`src/rtl/iob_mem_arb_pkg.sv`:
```
// ---------------------------------------------------------------------------
// iob_pkg
// Shared definitions for the iob program/data SRAM arbiter.
//   resp_src_e          : which requester owns the response slot
//   DEFAULT_MEM_BYTES   : default SRAM size in bytes (power of two)
//   DEFAULT_STARVE_MAX  : default cap on data grants while a fetch waits
//   in_range()          : true when a byte address lies inside [0, size)
// ---------------------------------------------------------------------------
package iob_pkg;

   typedef enum logic [1:0] {
      RESP_NONE   = 2'd0,
      RESP_IFETCH = 2'd1,
      RESP_DATA   = 2'd2
   } resp_src_e;

   localparam int unsigned DEFAULT_MEM_BYTES  = 65536;
   localparam int unsigned DEFAULT_STARVE_MAX = 4;

   // size is 33 bits wide so a full 4 GiB window is still expressible
   function automatic logic in_range(input logic [31:0] addr, input logic [32:0] size);
      return ({1'b0, addr} < size);
   endfunction

endpackage

```
`src/rtl/iob_mem_arb_prio.sv`:
```
// ---------------------------------------------------------------------------
// iob_arb_prio
// Two-input fixed-priority arbiter (data over fetch) with a starvation
// counter that forces a waiting fetch through after STARVE_MAX data grants.
// Ports:
//   clk, rst_n : clock, asynchronous active-low reset
//   i_req      : fetch request pending
//   d_req      : data request pending
//   i_gnt      : fetch granted (combinational)
//   d_gnt      : data granted (combinational)
// ---------------------------------------------------------------------------
module iob_arb_prio #(
   parameter int unsigned STARVE_MAX = 4
) (
   input  logic clk,
   input  logic rst_n,
   input  logic i_req,
   input  logic d_req,
   output logic i_gnt,
   output logic d_gnt
);

   localparam int unsigned CNT_W = ($clog2(STARVE_MAX + 1) > 0) ? $clog2(STARVE_MAX + 1) : 1;

   logic [CNT_W-1:0] starve_q;
   logic             starve_hit;

   assign starve_hit = (starve_q == CNT_W'(STARVE_MAX));

   // Grants are held off while reset is asserted so no output leaks out of reset
   assign i_gnt = rst_n & i_req & (~d_req | starve_hit);
   assign d_gnt = rst_n & d_req & ~i_gnt;

   always_ff @(posedge clk or negedge rst_n) begin
      if (!rst_n) begin
         starve_q <= '0;
      end else if (!i_req || i_gnt) begin
         starve_q <= '0;
      end else if (d_gnt && !starve_hit) begin
         starve_q <= starve_q + CNT_W'(1);
      end
   end

endmodule

```
`src/rtl/iob_mem_arb.sv`:
```
// ---------------------------------------------------------------------------
// iob_mem_arb
// Shares one single-port synchronous SRAM between the core fetch port and
// the core data port. One access per cycle; the response comes back exactly
// one cycle after the grant, tagged with PC (fetch) or request tag (data).
// Out-of-range addresses and load+store requests answer with an error and
// never touch the SRAM.
// Ports:
//   clk, rst_n                     : clock, asynchronous active-low reset
//   core__i_*                      : fetch request (ren, byte addr)
//   i__core_*                      : fetch accept and response (val, rdata, pc, error)
//   core__d_*                      : data request (addr, wdata, ren, wen, tag)
//   d__core_*                      : data accept and response (val, rdata, tag, error)
//   mem_en/mem_we/mem_addr/mem_wdata: SRAM drive (word address)
//   mem_rdata                      : SRAM read data, one cycle after mem_en
//
// Response state (resp_src_q, error carried in resp_err_q):
//   state       | meaning
//   RESP_NONE   | no response this cycle
//   RESP_IFETCH | fetch response (ERR_I when resp_err_q)
//   RESP_DATA   | load data / store ack (ERR_D when resp_err_q)
// ---------------------------------------------------------------------------
module iob_mem_arb
   import iob_pkg::*;
#(
   parameter int unsigned MEM_BYTES  = DEFAULT_MEM_BYTES,
   parameter int unsigned STARVE_MAX = DEFAULT_STARVE_MAX,
   parameter int unsigned TAG_W      = 11
) (
   input  logic                            clk,
   input  logic                            rst_n,
   input  logic                            core__i_ren,
   input  logic [31:0]                     core__i_addr,
   output logic                            i__core_accept,
   output logic                            i__core_val,
   output logic [31:0]                     i__core_rdata,
   output logic [31:0]                     i__core_pc,
   output logic                            i__core_error,
   input  logic [31:0]                     core__d_addr,
   input  logic [31:0]                     core__d_wdata,
   input  logic                            core__d_ren,
   input  logic [3:0]                      core__d_wen,
   input  logic [TAG_W-1:0]                core__d_req_tag,
   output logic                            d__core_accept,
   output logic                            d__core_val,
   output logic [31:0]                     d__core_rdata,
   output logic [TAG_W-1:0]                d__core_resp_tag,
   output logic                            d__core_error,
   output logic                            mem_en,
   output logic [3:0]                      mem_we,
   output logic [$clog2(MEM_BYTES)-3:0]    mem_addr,
   output logic [31:0]                     mem_wdata,
   input  logic [31:0]                     mem_rdata
);

   localparam int unsigned AB = $clog2(MEM_BYTES);

   logic        d_req;
   logic        d_illegal;
   logic        i_gnt;
   logic        d_gnt;
   logic [31:0] sel_addr;
   logic        sel_ok;
   logic        acc_ok;

   resp_src_e        resp_src_q;
   logic             resp_err_q;
   logic             resp_load_q;
   logic [31:0]      pc_q;
   logic [TAG_W-1:0] tag_q;

   assign d_req     = core__d_ren | (|core__d_wen);
   assign d_illegal = core__d_ren & (|core__d_wen);

   iob_arb_prio #(
      .STARVE_MAX (STARVE_MAX)
   ) u_arb (
      .clk   (clk),
      .rst_n (rst_n),
      .i_req (core__i_ren),
      .d_req (d_req),
      .i_gnt (i_gnt),
      .d_gnt (d_gnt)
   );

   assign i__core_accept = i_gnt;
   assign d__core_accept = d_gnt;

   assign sel_addr = d_gnt ? core__d_addr : core__i_addr;
   assign sel_ok   = in_range(sel_addr, 33'(MEM_BYTES));

   // A granted access reaches the SRAM only if it is in range and not illegal
   assign acc_ok = (i_gnt | (d_gnt & ~d_illegal)) & sel_ok;

   assign mem_en    = acc_ok;
   assign mem_we    = (acc_ok & d_gnt) ? core__d_wen : 4'b0000;
   assign mem_addr  = acc_ok ? sel_addr[AB-1:2] : '0;
   assign mem_wdata = (acc_ok & d_gnt) ? core__d_wdata : 32'h0;

   always_ff @(posedge clk or negedge rst_n) begin
      if (!rst_n) begin
         resp_src_q  <= RESP_NONE;
         resp_err_q  <= 1'b0;
         resp_load_q <= 1'b0;
         pc_q        <= '0;
         tag_q       <= '0;
      end else begin
         if (i_gnt) begin
            resp_src_q <= RESP_IFETCH;
         end else if (d_gnt) begin
            resp_src_q <= RESP_DATA;
         end else begin
            resp_src_q <= RESP_NONE;
         end
         resp_err_q  <= (i_gnt | d_gnt) & ~acc_ok;
         // only a successful load returns SRAM data; store acks read as 0
         resp_load_q <= d_gnt & core__d_ren & acc_ok;
         pc_q        <= i_gnt ? core__i_addr : '0;
         tag_q       <= d_gnt ? core__d_req_tag : '0;
      end
   end

   assign i__core_val   = (resp_src_q == RESP_IFETCH);
   assign i__core_error = i__core_val & resp_err_q;
   assign i__core_rdata = (i__core_val & ~resp_err_q) ? mem_rdata : 32'h0;
   assign i__core_pc    = pc_q;

   assign d__core_val      = (resp_src_q == RESP_DATA);
   assign d__core_error    = d__core_val & resp_err_q;
   assign d__core_rdata    = (d__core_val & resp_load_q) ? mem_rdata : 32'h0;
   assign d__core_resp_tag = tag_q;

endmodule

```
`config.mk`:
```
export PLATFORM = sky130hd
export DESIGN_NAME = iob_mem_arb
export DESIGN_NICKNAME = d
export VERILOG_FILES = /design/src/rtl/iob_mem_arb_pkg.sv /design/src/rtl/iob_mem_arb_prio.sv /design/src/rtl/iob_mem_arb.sv
export SDC_FILE = /design/constraint.sdc
export NUM_CORES = 1
export LEC_CHECK = 0
export BUFFER_PORTS_ARGS = -buffer_cell sky130_fd_sc_hd__buf_4
export CAP_MARGIN = 10
export CORE_AREA = 3 3 121 123
export CTS_CLUSTER_SIZE = 14
export DETAILED_ROUTE_END_ITERATION = 8
export DIE_AREA = 0 0 124 126
export HOLD_SLACK_MARGIN = 0.12
export SKIP_LAST_GASP = 1
export SLEW_MARGIN = 20
export SYNTH_ARGS = -nofsm -noshare
export SYNTH_HDL_FRONTEND = slang
export SYNTH_SLANG_ARGS = --single-unit
export TNS_END_PERCENT = 30
```
`constraint.sdc`:
```
create_clock -name clk -period 2.1 [get_ports clk]
set_input_delay 0.42 -clock clk [delete_from_list [all_inputs] [get_ports clk]]
set_output_delay 0.42 -clock clk [all_outputs]
set_load 0.01 [all_outputs]
```
* Yosys cells after proc, flatten, opt, wreduce, memory -nomap -nowiden *
Index checks and enable logic that the tools add are counted.

cells by class
  reduce and logical (&&, ||, !) cells = 6
  $lt $le $gt $ge = 1
  $add $sub $neg = 1
  multiplexer cells = 12
  bitwise gates (word level) = 24
  eq/ne operators = 3

operators with widths
  operator              count
  $mux 32               5
  $lt 32x17->1 const B  1
  $and 1x1->1           15
  $mux 14               1
  $mux 11               1
  $mux 3                2
  $not 1->1             5
  $mux 2                2
  $mux 4                1
  $or 1x1->1            4
  $reduce_or 4->1       1
  $add 3x1->3 const B   1
  $eq 3x3->1 const B    1
  $eq 2x1->1 const B    1
  $eq 2x2->1 const B    1
  $logic_not 1->1       2
  $reduce_bool 2->1     1
  $logic_and 1x1->1     1
  $logic_or 1x1->1      1

storage, ports and cells
  bits of input ports = 147
  register bits = 50
  logic and storage cells = 53

* Depth between registers and ports, before layout *
  depth after elaboration = 12
  mapped depth = 8
  mapped depth without buffers = 6

* Modules after synthesis *
A second synthesis with hierarchy kept.

unflattened totals
  cell total of the unflattened synthesis = 293
  area, all modules = 2767.7 sq um

modules (own cells, without submodules)
  module        times used  seq. area each (sq um)  cells an instance  area each (sq um)
  iob_mem_arb   1           1176.1                  269                2552.4
  iob_arb_prio  1           75.1                    24                 215.2

* Least setup slack after synthesis *
OpenSTA, ideal clock, no wires.

  kind = reg2out
  start = register u_arb.starve_q[0]
  end = output port mem_wdata[13]
  arrival time = 1.801 ns
  path slack = -0.121 ns
  buffers on the path = 2
  stages on the path, launching flop included = 9
  cell sequence = dfrtp_1 -> inv_1 -> ha_1 -> and3_4 -> a211oi_4 -> nor3b_2 -> buf_4 -> buf_4 -> and2_1

between the ends
  cells in the longest elaborated chain, start to end = 10
  elaborated cells between the ends (all ways) = 12
  those cells by class = 1 x order compare; 1 x eq/ne; 2 x mux; 8 x bitwise

ends and longest elaborated chain
  element                                     line                                      text
  start: declaration                          iob_mem_arb_prio.sv:25                    logic [CNT_W-1:0] starve_q;
  start signal: assignment                    iob_mem_arb_prio.sv:40                    starve_q <= starve_q + CNT_W'(1);
  $eq 3x3->1 (*)                              iob_mem_arb_prio.sv:28                    assign starve_hit = (starve_q == CNT_W'(STARVE_MAX));
  $or 1x1->1 (*)                              iob_mem_arb_prio.sv:31                    assign i_gnt = rst_n & i_req & (~d_req | starve_hit);
  $and 1x1->1 (*)                             iob_mem_arb_prio.sv:31
  $not 1->1                                   iob_mem_arb_prio.sv:32                    assign d_gnt = rst_n & d_req & ~i_gnt;
  $and 1x1->1                                 iob_mem_arb_prio.sv:32
  $mux 32 or $and 1x1->1 (tied branches)      iob_mem_arb.sv:89, iob_mem_arb.sv:93
  $lt 32x17->1 or $or 1x1->1 (tied branches)  iob_mem_arb_pkg.sv:22, iob_mem_arb.sv:93
  $and 1x1->1                                 iob_mem_arb.sv:93                         assign acc_ok = (i_gnt | (d_gnt & ~d_illegal)) & sel_ok;
  $and 1x1->1 (*)                             iob_mem_arb.sv:98                         assign mem_wdata = (acc_ok & d_gnt) ? core__d_wdata : 32'h0;
  $mux 32 (*)                                 iob_mem_arb.sv:98
  end: declaration                            iob_mem_arb.sv:52                         output logic [31:0] mem_wdata,

Mark *: on every way between the ends. The rest lies on a longest branch, timed or not.

* Worst setup path in the final report *
  start = register u_arb.starve_q[1]
  end = output port mem_wdata[13]

The elaborated chain is that of the path after synthesis.

==> results.json <==
{
  "mostFrequentLayoutCell": "buf_4",
  "viasPerCell": 4.203,
  "dieHeight_um": 126,
  "clock_latency_ns": 0.29,
  "coreArea_sq_um": 13770,
  "tns_ns": -13.13,
  "max_stage_delay_ns": 0.36,
  "crit_fanout": 39,
  "reg2reg_setup_slack_ns": 0.45,
  "crit_chain": "inv_2, ha_4, and3_4, a211oi_4, nor3b_4, buf_12, and2_4, buf_4",
  "wl_per_cell_um": 15.36,
  "cts_tree": "done",
  "path_clk_slew_ns": 0.06,
  "reg2reg_to": "i__core_pc[24]",
  "drive_above_1_share": 0.5997,
  "pin_count": 311,
  "ir_worst_vdd_v": 0.0003166,
  "diodes": 0,
  "routed-via-count": 3350,
  "p_leak_nw": 3.194,
  "violations": "negative setup slack",
  "cp-start-kind": "flip-flop",
  "dr.pass1.iters": 4,
  "hold_ws_ns": 0.2736,
  "yosysTopAreaCell": "dfrtp_1",
  "dp.cells": 785,
  "gp_congestion": 0.8218,
  "yosys.area.top_type_share": 0.4363,
  "setup_viol": 51,
  "worst_slack_ns": -0.2956,
  "cts-root-buf": "clkbuf_16",
  "final_cell_mix": "324 x buf_4, 105 x and2_1, 50 x dfrtp_1",
  "max_freq_ghz": 0.4174,
  "wirelength_mm": 12.25,
  "layout.cells.non_filler": 797,
  "rsz0062_at_grt": "true",
  "crit_arrival_ns": 1.98,
  "clockBufferDepth": 2,
  "start_util": 0.2082,
  "status": "finished, violations left",
  "syn2layout_area_growth_pct": 100.7,
  "crit_type": "reg2out",
  "finalCritPeriodShare": 1.141,
  "avgSynthCellArea_sq_um": 9.465,
  "clock_sinks": 50,
  "fillers": 1422,
  "synthesis.instances": 303,
  "cp.required_ns": 1.68,
  "maxCapViolCount": 0,
  "numPortBuffers": 308,
  "ff2ff_path_depth": 7,
  "synth_cell_types": 33,
  "grt_usage": 0.1458,
  "gr-total-overflow": 0,
  "yosys_warnings": 0,
  "worstMarginPinSlew_ns": 0.6387,
  "ys_seq_area_frac": 0.4363,
  "finalHoldViolCount": 0,
  "syn-num-nets": 452,
  "drc": 0,
  "timing.final.crit_period_ns": 2.396,
  "slowest_stage": "dfrtp_1",
  "nets": 765,
  "fin_skew_ns": 0.009165,
  "yosys-top-cells-area": "dfrtp_1 44%, and2_1 25%, and3_1 7.0%",
  "r2r-start": "u_arb.starve_q[1]",
  "numCtsBuffers": 5,
  "grt_pass1_wl_mm": 17.73,
  "finalInstanceArea_sq_um": 5757,
  "critPathCaptureType": "primary output",
  "cts_htree_levels": 2,
  "die-area_sq_um": 15620,
  "antenna_found_initial": 0,
  "syn-cell-area_sq_um": 2868,
  "slew_headroom": 0.5742,
  "drt-initial-drc-count": 104,
  "p_per_area_nw_per_um2": 421.2,
  "row_count": 43,
  "antenna_left": 0,
  "grt_pass1_vias": 3337,
  "dieWidth_um": 124,
  "synth-seq-cells": 50,
  "dpl_cell_area_sq_um": 5472,
  "hold_path_class": "in2async",
  "grt_max_degree": 51,
  "dp_hpwl_mm": 10.17,
  "drv_slew": 0
}
final cells by class:
cell class	instances	area, sq um	area share
Sequential cell	50	1251	0.2173
Timing Repair Buffer	331	2521	0.4379
Clock buffer	5	125.1	0.02173
Clock inverter	3	68.82	0.01195
Multi-Input combinational cell	224	1550	0.2693
Tap cell	180	225.2	0.03912
Inverter	4	15.01	0.002608
worst max path at each step:
stage,startpoint,endpoint,slack [ns],depth (start not counted)
after CTS,u_arb.starve_q[1],mem_wdata[26],-0.32,8
after global routing,u_arb.starve_q[0],mem_wdata[3],-0.42,8
after detailed placement,core__d_wen[2],mem_addr[0],-0.30,8
after global placement,core__d_addr[19],mem_addr[0],-0.27,8
final,u_arb.starve_q[1],mem_wdata[13],-0.30,8
after floorplan,core__d_wen[2],mem_addr[2],-0.02,6
report_power, final:
part | switching [W] | leakage (nW) | internal [W] | total, W
registers | 0.00000877 | 0.681 | 0.000983 | 0.000992
logic | 0.000150 | 2.42 | 0.000241 | 0.000391
clock network | 0.000357 | 0.0940 | 0.000684 | 0.00104
total | 0.000516 | 3.19 | 0.00191 | 0.00242
layer usage:
metal  wire length, um  part of all wire  GRT usage
met5                 0                 0          0
met4               136             0.011    0.03608
met3              1257              0.10    0.04131
met2              6472              0.53     0.2730
met1              4379              0.36     0.1591
repair_timing:
item | CTS | global route
hold buffers | 1 | 0
gates resized for setup | 11 | 3
endpoints found under the setup margin | 53 | 84
cloned | 1 | 0
buffers inserted | 2 | 0
endpoints found under the hold margin | 4 | 0
pin swaps | 2 | 1
metrics by stage:
step                total power, W  setup slack (ns)  utilization
finish                    0.002425           -0.2956       0.4180
global route              0.002544           -0.4216       0.4180
CTS                       0.002464           -0.3225       0.4171
detailed placement        0.001391           -0.2985       0.3973
global placement          0.001382           -0.2738       0.3973
floorplan                 0.001088          -0.01593            -
critical path, delay by kind of cell (launching register included):
kind | cells | cell delay [ns]
and+or+nand+nor | 3 | 0.60
adders and majority gates | 1 | 0.15
DFF | 1 | 0.36
buffers and inverters | 3 | 0.38
AOI/OAI and AO/OA | 1 | 0.19
flip-flops by register name, indices dropped and copies added, names as in the netlist:
register          cells
resp_src_q            2
u_arb.starve_q        3
d__core_resp_tag     11
i__core_pc           32
resp_err_q            1
resp_load_q           1
synth_stat cells:
library cell  instances
and2_1              115
dfrtp_1              50
and3_1               32
nand2_1              16
clkbuf_1             15
nand3_1              14
a21boi_2             10
nor4_1                8
a21boi_0              4
buf_4                 4
inv_1                 4
buf_2                 3
nor2b_1               3
and4_1                2
clkbuf_2              2
ha_1                  2
nor2_1                2
nor3b_1               2
a211oi_1              1
a211oi_2              1
a211oi_4              1
a21o_1                1
a21oi_1               1
a41o_1                1
and3_4                1
buf_6                 1
nand4_1               1
nor3b_2               1
nor4_4                1
o22ai_1               1
o2bb2ai_2             1
xnor2_1               1
xor2_1                1
kinds of logic after synthesis:
group                      synth area share
AOI/OAI and AO/OA                   0.07897
xor gates and xnor gates           0.006109
adders and majority gates          0.008725
buffers and inverters               0.04799
DFF                                  0.4363
and+or+nand+nor                      0.4219
Power figures use the tool's default switching activity.
